File: config.mk
export PLATFORM = sky130hd
export DESIGN_NAME = instr_fetch
export DESIGN_NICKNAME = d
export VERILOG_FILES = /design/src/rtl/instr_fetch.sv
export SDC_FILE = /design/constraint.sdc
export NUM_CORES = 1
export LEC_CHECK = 0
export CAP_MARGIN = 20
export CORE_MARGIN = 2
export CORE_UTILIZATION = 52
export CTS_CLUSTER_DIAMETER = 40
export DETAILED_ROUTE_END_ITERATION = 7
export GPL_TIMING_DRIVEN = 0
export PLACE_DENSITY = 0.8
export SETUP_SLACK_MARGIN = 0.1
export SLEW_MARGIN = 30
export SYNTH_ARGS = -nofsm -noshare
export SYNTH_HDL_FRONTEND = slang
export SYNTH_SLANG_ARGS = --single-unit
export TNS_END_PERCENT = 10
File: constraint.sdc
create_clock -name clk -period 2.4 [get_ports clk]
set_clock_uncertainty 0.2 [all_clocks]
set_input_delay 0.24 -clock clk [delete_from_list [all_inputs] [get_ports clk]]
set_output_delay 0.24 -clock clk [all_outputs]
set_load 0.1 [all_outputs]
File: src/rtl/instr_fetch.sv
// rtl/instr_fetch.sv - instruction fetch unit: sequential ROM reads, 2-entry return buffer, redirect/flush
// Read latency of the ROM is one cycle; issue credit keeps buffer + in-flight <= 2.
module instr_fetch #(
  parameter int ADDR_W   = 8,
  parameter int DATA_W   = 16,
  parameter int RESET_PC = 0
) (
  input  logic              clk,
  input  logic              i_rst_n,
  input  logic              i_en,
  output logic              o_rd,
  output logic [ADDR_W-1:0] o_raddr,
  input  logic [DATA_W-1:0] i_rdata,
  input  logic              i_redirect,
  input  logic [ADDR_W-1:0] i_redirect_pc,
  output logic              o_instr_valid,
  output logic [DATA_W-1:0] o_instr,
  output logic [ADDR_W-1:0] o_instr_pc,
  input  logic              i_instr_ready
);

  typedef enum logic {S_IDLE, S_RUN} state_t;

  state_t            r_state, w_state_nxt;
  logic [ADDR_W-1:0] r_pc, w_pc_nxt;
  logic [ADDR_W-1:0] r_pc_q;
  logic              r_inflight;
  logic [DATA_W-1:0] r_buf_data [2];
  logic [ADDR_W-1:0] r_buf_pc   [2];
  logic              r_head;
  logic [1:0]        r_count;

  logic       w_pop, w_push, w_credit, w_wr_idx;
  logic [1:0] w_occ;

  assign o_instr_valid = (r_count != 2'd0);
  assign o_instr       = r_buf_data[r_head];
  assign o_instr_pc    = r_buf_pc[r_head];

  assign w_pop    = o_instr_valid & i_instr_ready;
  assign w_occ    = r_count + {1'b0, r_inflight};
  assign w_credit = (w_occ < 2'd2) || ((w_occ == 2'd2) && w_pop);
  // A return landing in a redirect cycle belongs to the abandoned path.
  assign w_push   = r_inflight & ~i_redirect;
  // With count==2 a push is only legal alongside a pop, which frees the head slot.
  assign w_wr_idx = r_head ^ r_count[0];

  always_comb begin
    w_state_nxt = i_en ? S_RUN : S_IDLE;
    o_rd        = 1'b0;
    o_raddr     = r_pc;
    w_pc_nxt    = r_pc;
    if (i_redirect) begin
      if (r_state == S_RUN) begin
        o_rd     = 1'b1;
        o_raddr  = i_redirect_pc;
        w_pc_nxt = i_redirect_pc + 1'b1;
      end else begin
        w_pc_nxt = i_redirect_pc;
      end
    end else if ((r_state == S_RUN) && w_credit) begin
      o_rd     = 1'b1;
      w_pc_nxt = r_pc + 1'b1;
    end
  end

  always_ff @(posedge clk or negedge i_rst_n) begin
    if (!i_rst_n) begin
      r_state    <= S_IDLE;
      r_pc       <= ADDR_W'(RESET_PC);
      r_pc_q     <= '0;
      r_inflight <= 1'b0;
      r_head     <= 1'b0;
      r_count    <= 2'd0;
      for (int i = 0; i < 2; i++) begin
        r_buf_data[i] <= '0;
        r_buf_pc[i]   <= '0;
      end
    end else begin
      r_state    <= w_state_nxt;
      r_pc       <= w_pc_nxt;
      r_inflight <= o_rd;
      if (o_rd) r_pc_q <= o_raddr;
      if (i_redirect) begin
        r_head  <= 1'b0;
        r_count <= 2'd0;
      end else begin
        if (w_push) begin
          r_buf_data[w_wr_idx] <= i_rdata;
          r_buf_pc[w_wr_idx]   <= r_pc_q;
        end
        r_head  <= r_head ^ w_pop;
        r_count <= r_count + {1'b0, w_push} - {1'b0, w_pop};
      end
    end
  end

endmodule

## Word level (Yosys, flattened, before mapping)

Cells that the tools add are included.
W data, S select, Z words.

- Register bits: 69
- Bits of input ports: 29
- Output and inout bits: 34
- Word-level logic and storage cells: 57

- Add/subtract/negate cells: 5
- Magnitude comparators: 4
- Equality and inequality tests: 1
- Mux-type cells: 23
- Bitwise logic cells: 7
- Reduce and logical (&&, ||, !) cells: 7

Operator list:

| operator | count |
|---|---|
| $mux W8 | 9 |
| $mux W16 | 4 |
| $bwmux W32 | 1 |
| $add A8 B1 Y8 const B | 2 |
| $bwmux W16 | 1 |
| $demux W16 S1 | 1 |
| $demux W8 S1 | 1 |
| $mux W1 | 5 |
| $add A2 B1 Y2 | 2 |
| $ge A2 B2 Y1 const B | 2 |
| $not A1 Y2 | 2 |
| $reduce_bool A2 Y1 | 2 |
| $logic_and A1 B1 Y1 | 3 |
| $and A1 B1 Y1 | 2 |
| $eq A2 B2 Y1 const B | 1 |
| $lt A2 B1 Y1 const B | 1 |
| $lt A2 B2 Y1 const B | 1 |
| $mux W2 | 1 |
| $reduce_and A2 Y1 | 1 |
| $sub A2 B1 Y2 | 1 |
| $xor A1 B1 Y1 | 2 |
| $logic_or A1 B1 Y1 | 1 |
| $not A1 Y1 | 1 |

## Depth between registers and ports, before layout

- Depth after elaboration: 7
- Depth in mapped cells: 7
- Mapped depth without buffers: 7

## Least setup slack after synthesis

No wires, ideal clock.

- Path kind: register to register
- From: reg r_count[0]
- To: reg r_count[1]
- Setup time: 131 ps
- Data arrival time: 1864 ps
- Data required time: 2069 ps
- Slack: 205 ps
- Cell stages (with the launch flop): 8
- Path buffers: 0
- Period minus slack after synthesis: 2195 ps
- Cell sequence: dfrtp_1 -> or2_2 -> and2_1 -> ha_1 -> inv_1 -> ha_1 -> xnor2_1 -> nor2_1

- Word-level cells in the longest chain between the ends: 4
- Elaborated cells on any way between the ends: 5
- Classes of those cells: add/sub: 2; mux: 1; bitwise: 1; reduce/logical: 1

RTL lines:

| what | line | text |
|---|---|---|
| start: declaration | 31 | `logic [1:0] r_count;` |
| start signal: assignment | 93 | `r_count <= r_count + {1'b0, w_push} - {1'b0, w_pop};` |
| $reduce_bool A2 Y1 | 36 | `assign o_instr_valid = (r_count != 2'd0);` |
| via o_instr_valid | 16 | `output logic o_instr_valid,` |
| $and A1 B1 Y1 | 40 | `assign w_pop = o_instr_valid & i_instr_ready;` |
| $sub A2 B1 Y2 | 93 |  |
| $mux W2 | 84 | `if (i_redirect) begin` |

The timed path passes the listed nets, and every way through them passes these cells.
A chain may end at the register's enable or synchronous reset.

## Worst setup path after layout

- From: reg r_head
- To: out o_instr[11]

- Word-level cells in the longest chain between the ends: 4

RTL lines:

| what | line | text |
|---|---|---|
| start: declaration | 30 | `logic r_head;` |
| start signal: assignment | 92 | `r_head <= r_head ^ w_pop;` |
| $not A1 Y2 (not written as such) | 37 | `assign o_instr = r_buf_data[r_head];` |
| $mux W16 (not written as such) (3 in series) | 37 |  |
| end: declaration | 17 | `output logic [DATA_W-1:0] o_instr,` |

Every way passes these cells. The select of a mux whose other input is x is not followed.

==> impl_metrics.env <==
export IMPL_outcome="finished, violations left"
export IMPL_violations="negative setup slack"
export IMPL_die_area_um2=7060
export IMPL_ff_latch_area_um2=1730
export IMPL_path_class="reg -> out"
export IMPL_dr_pass1_iters=5
export IMPL_gp_congestion=0.812
export IMPL_critPathCaptureType="output port"
export IMPL_die_x_um=84.0
export IMPL_drc=0
export IMPL_cts_tree="yes"
export IMPL_synth_cell_types=33
export IMPL_htree_levels=3
export IMPL_grt_max_degree=47
export IMPL_clock_path_buffers=2
export IMPL_first_global_vias=2262
export IMPL_diodes=0
export IMPL_yosys_warnings=0
export IMPL_yosys_area_top_type="dfrtp_1"
export IMPL_setup_viol_count_final=2
export IMPL_slew_headroom_pct=37.1
export IMPL_synth_nets=278
export IMPL_gr_total_overflow=0
export IMPL_cp_max_fo=10
export IMPL_port_buffers=62
export IMPL_drive_gt1_share_pct=50.0
export IMPL_ant_nets=0
export IMPL_maxCapViolCount=0
export IMPL_via_per_inst=5.29
export IMPL_synth_edf_count=0
export IMPL_drt_iter0_drc=88
export IMPL_syn_inst=244
export IMPL_yosysSeqAreaShare_pct=51.8
export IMPL_worst_slack_ns=-0.00224
export IMPL_cts_buffers=9
export IMPL_synth_ff_type="dfrtp_1"
export IMPL_syn_area_per_cell_um2=13.7
export IMPL_async_flop_share_pct=100
export IMPL_fmax_ghz=0.416
export IMPL_worstSkewPairLatency_ns=0.34
export IMPL_dr_total_vias=2144
export IMPL_yosysMostFrequentCell="mux2_2"
export IMPL_dp_hpwl_um=4580
export IMPL_multiInputGateArea_um2=1550
export IMPL_cp_data_required_time_ns=1.96
export IMPL_cts_sinks=69
export IMPL_start_kind="register"
export IMPL_postLayoutCellArea_um2=4360
export IMPL_die_h_um=84.0
export IMPL_grt_use_total_pct=19.4
export IMPL_io_pins=63
export IMPL_fin_nets=357
export IMPL_ys_ff_latch=69
export IMPL_rsz0062_at_grt="true"
export IMPL_synth_area_leaders="dfrtp_1, mux2_2, xnor2_1"
export IMPL_clk_pin_slew_worst_paths_ns=0.07
export IMPL_synthToLayoutAreaGrowth_pct=30.9
export IMPL_period_minus_slack_ns=2.40
export IMPL_yosys_top_cells_count="mux2_2, dfrtp_1, xnor2_1, nand2_1"
export IMPL_row_count=29
export IMPL_initial_core_util_pct=53.1
export IMPL_grt_pass1_wl_um=10800
export IMPL_core_um2=6280
export IMPL_cp_arrival_ns=1.96
export IMPL_wl_um=6450
export IMPL_antenna_found_initial=0
export IMPL_hp_class="in -> async"
export IMPL_tightest_slew_ns=0.947
export IMPL_fillers=466
export IMPL_drv_slew=0
export IMPL_ctsRootBufferMaster="clkbuf_8"
export IMPL_placed_area_um2=4070
export IMPL_syn_cell_area_um2=3330
export IMPL_wl_per_cell_um=15.9
export IMPL_yosysTopAreaCellShare_pct=51.8
export IMPL_reg2reg_depth=7
export IMPL_timing_final_crit_share_pct=100
export IMPL_hold_violations=0
[state kept, by name, indices dropped and copies added (netlist names)]
name,count
r_head,1
r_state,1
r_count,2
r_buf_pc,16
r_pc,8
r_inflight,1
r_pc_q,8
r_buf_data,32
[cell usage in the layout (no fill, tap or decap), types with 4 or more instances in the layout]
cell / count
dfrtp_1: 68
clkdlybuf4s15_2: 21
ha_1: 4
clkdlybuf4s50_1: 27
nand4_1: 4
nand2_1: 10
xnor2_1: 14
clkbuf_8: 11
buf_4: 14
mux2_2: 88
nor2_1: 6
o21ai_0: 5
buf_2: 9
[per-stage QoR]
step                      util, %   TNS, ns  cells  worst slack (ns)  hold slack, ns
after floorplan                 -         0    244             0.205          -0.256
after global placement       64.5   -109.69    383             -1.44           0.283
after detailed placement     64.9    -11.12    384            -0.642         -0.0378
after CTS                    68.6    -0.564    401           -0.0640           0.130
after global routing         69.5     -1.07    405           -0.0743           0.152
final                        69.5  -0.00251    405          -0.00224           0.138
[critical path: stages, from the launching register on]
cell	delay, ns
dfrtp_1	0.33
buf_4	0.16
clkbuf_2	0.29
mux2_2	0.38
clkdlybuf4s15_2	0.46
[path summary, 6_finish.rpt]
kind / startpoint / endpoint / slack (ns)
min reg2reg: r_buf_data[18] / r_buf_data[18] / 0.30
min in group clk: i_en / r_state / 0.15
max reg2reg: r_count[0] / r_count[1] / 0.36
max: r_head / o_instr[11] / -0.002
max in group asynchronous: i_rst_n / r_count[0] / 1.34
min: i_rst_n / r_buf_pc[8] / 0.14
[area by class of cell]
type / instances / area share (%)
Inverter: 3 / 0.258
Multi-Input combinational cell: 161 / 35.6
Tap cell: 77 / 2.21
Clock inverter: 4 / 1.61
Buffer: 11 / 1.58
Sequential cell: 69 / 39.6
Timing Repair Buffer: 68 / 15.6
Clock buffer: 12 / 3.56
[metal layers]
metal | GRT usage, % | wire, um
met5 | 0 | 0
met3 | 3.66 | 228
met1 | 26.6 | 2890
met2 | 29.7 | 3250
met4 | 9.24 | 89
[logic make-up after synthesis]
kind of cell / Yosys count / share of synthesized area, %
AO/OA/AOI/OAI: 11 / 2.33
buffers and inverters: 14 / 2.37
AND/OR/NAND/NOR: 36 / 6.08
multiplexers: 91 / 30.8
adder cells (fa/ha/maj): 5 / 1.88
XOR/XNOR: 18 / 4.73
flip-flops: 69 / 51.8
[repair_timing]
| action | CTS | global route |
|---|---|---|
| setup buffers | 0 | 4 |
| resized for setup | 133 | 9 |
| pin swaps | 0 | 2 |
| hold buffers | 1 | 0 |
| endpoints found under the setup margin | 34 | 18 |
| hold endpoints to repair | 69 | 0 |
Power is left out: the tool's default activity adds up to more than one toggle a clock period on the data nets, which glitch-free logic cannot reach.
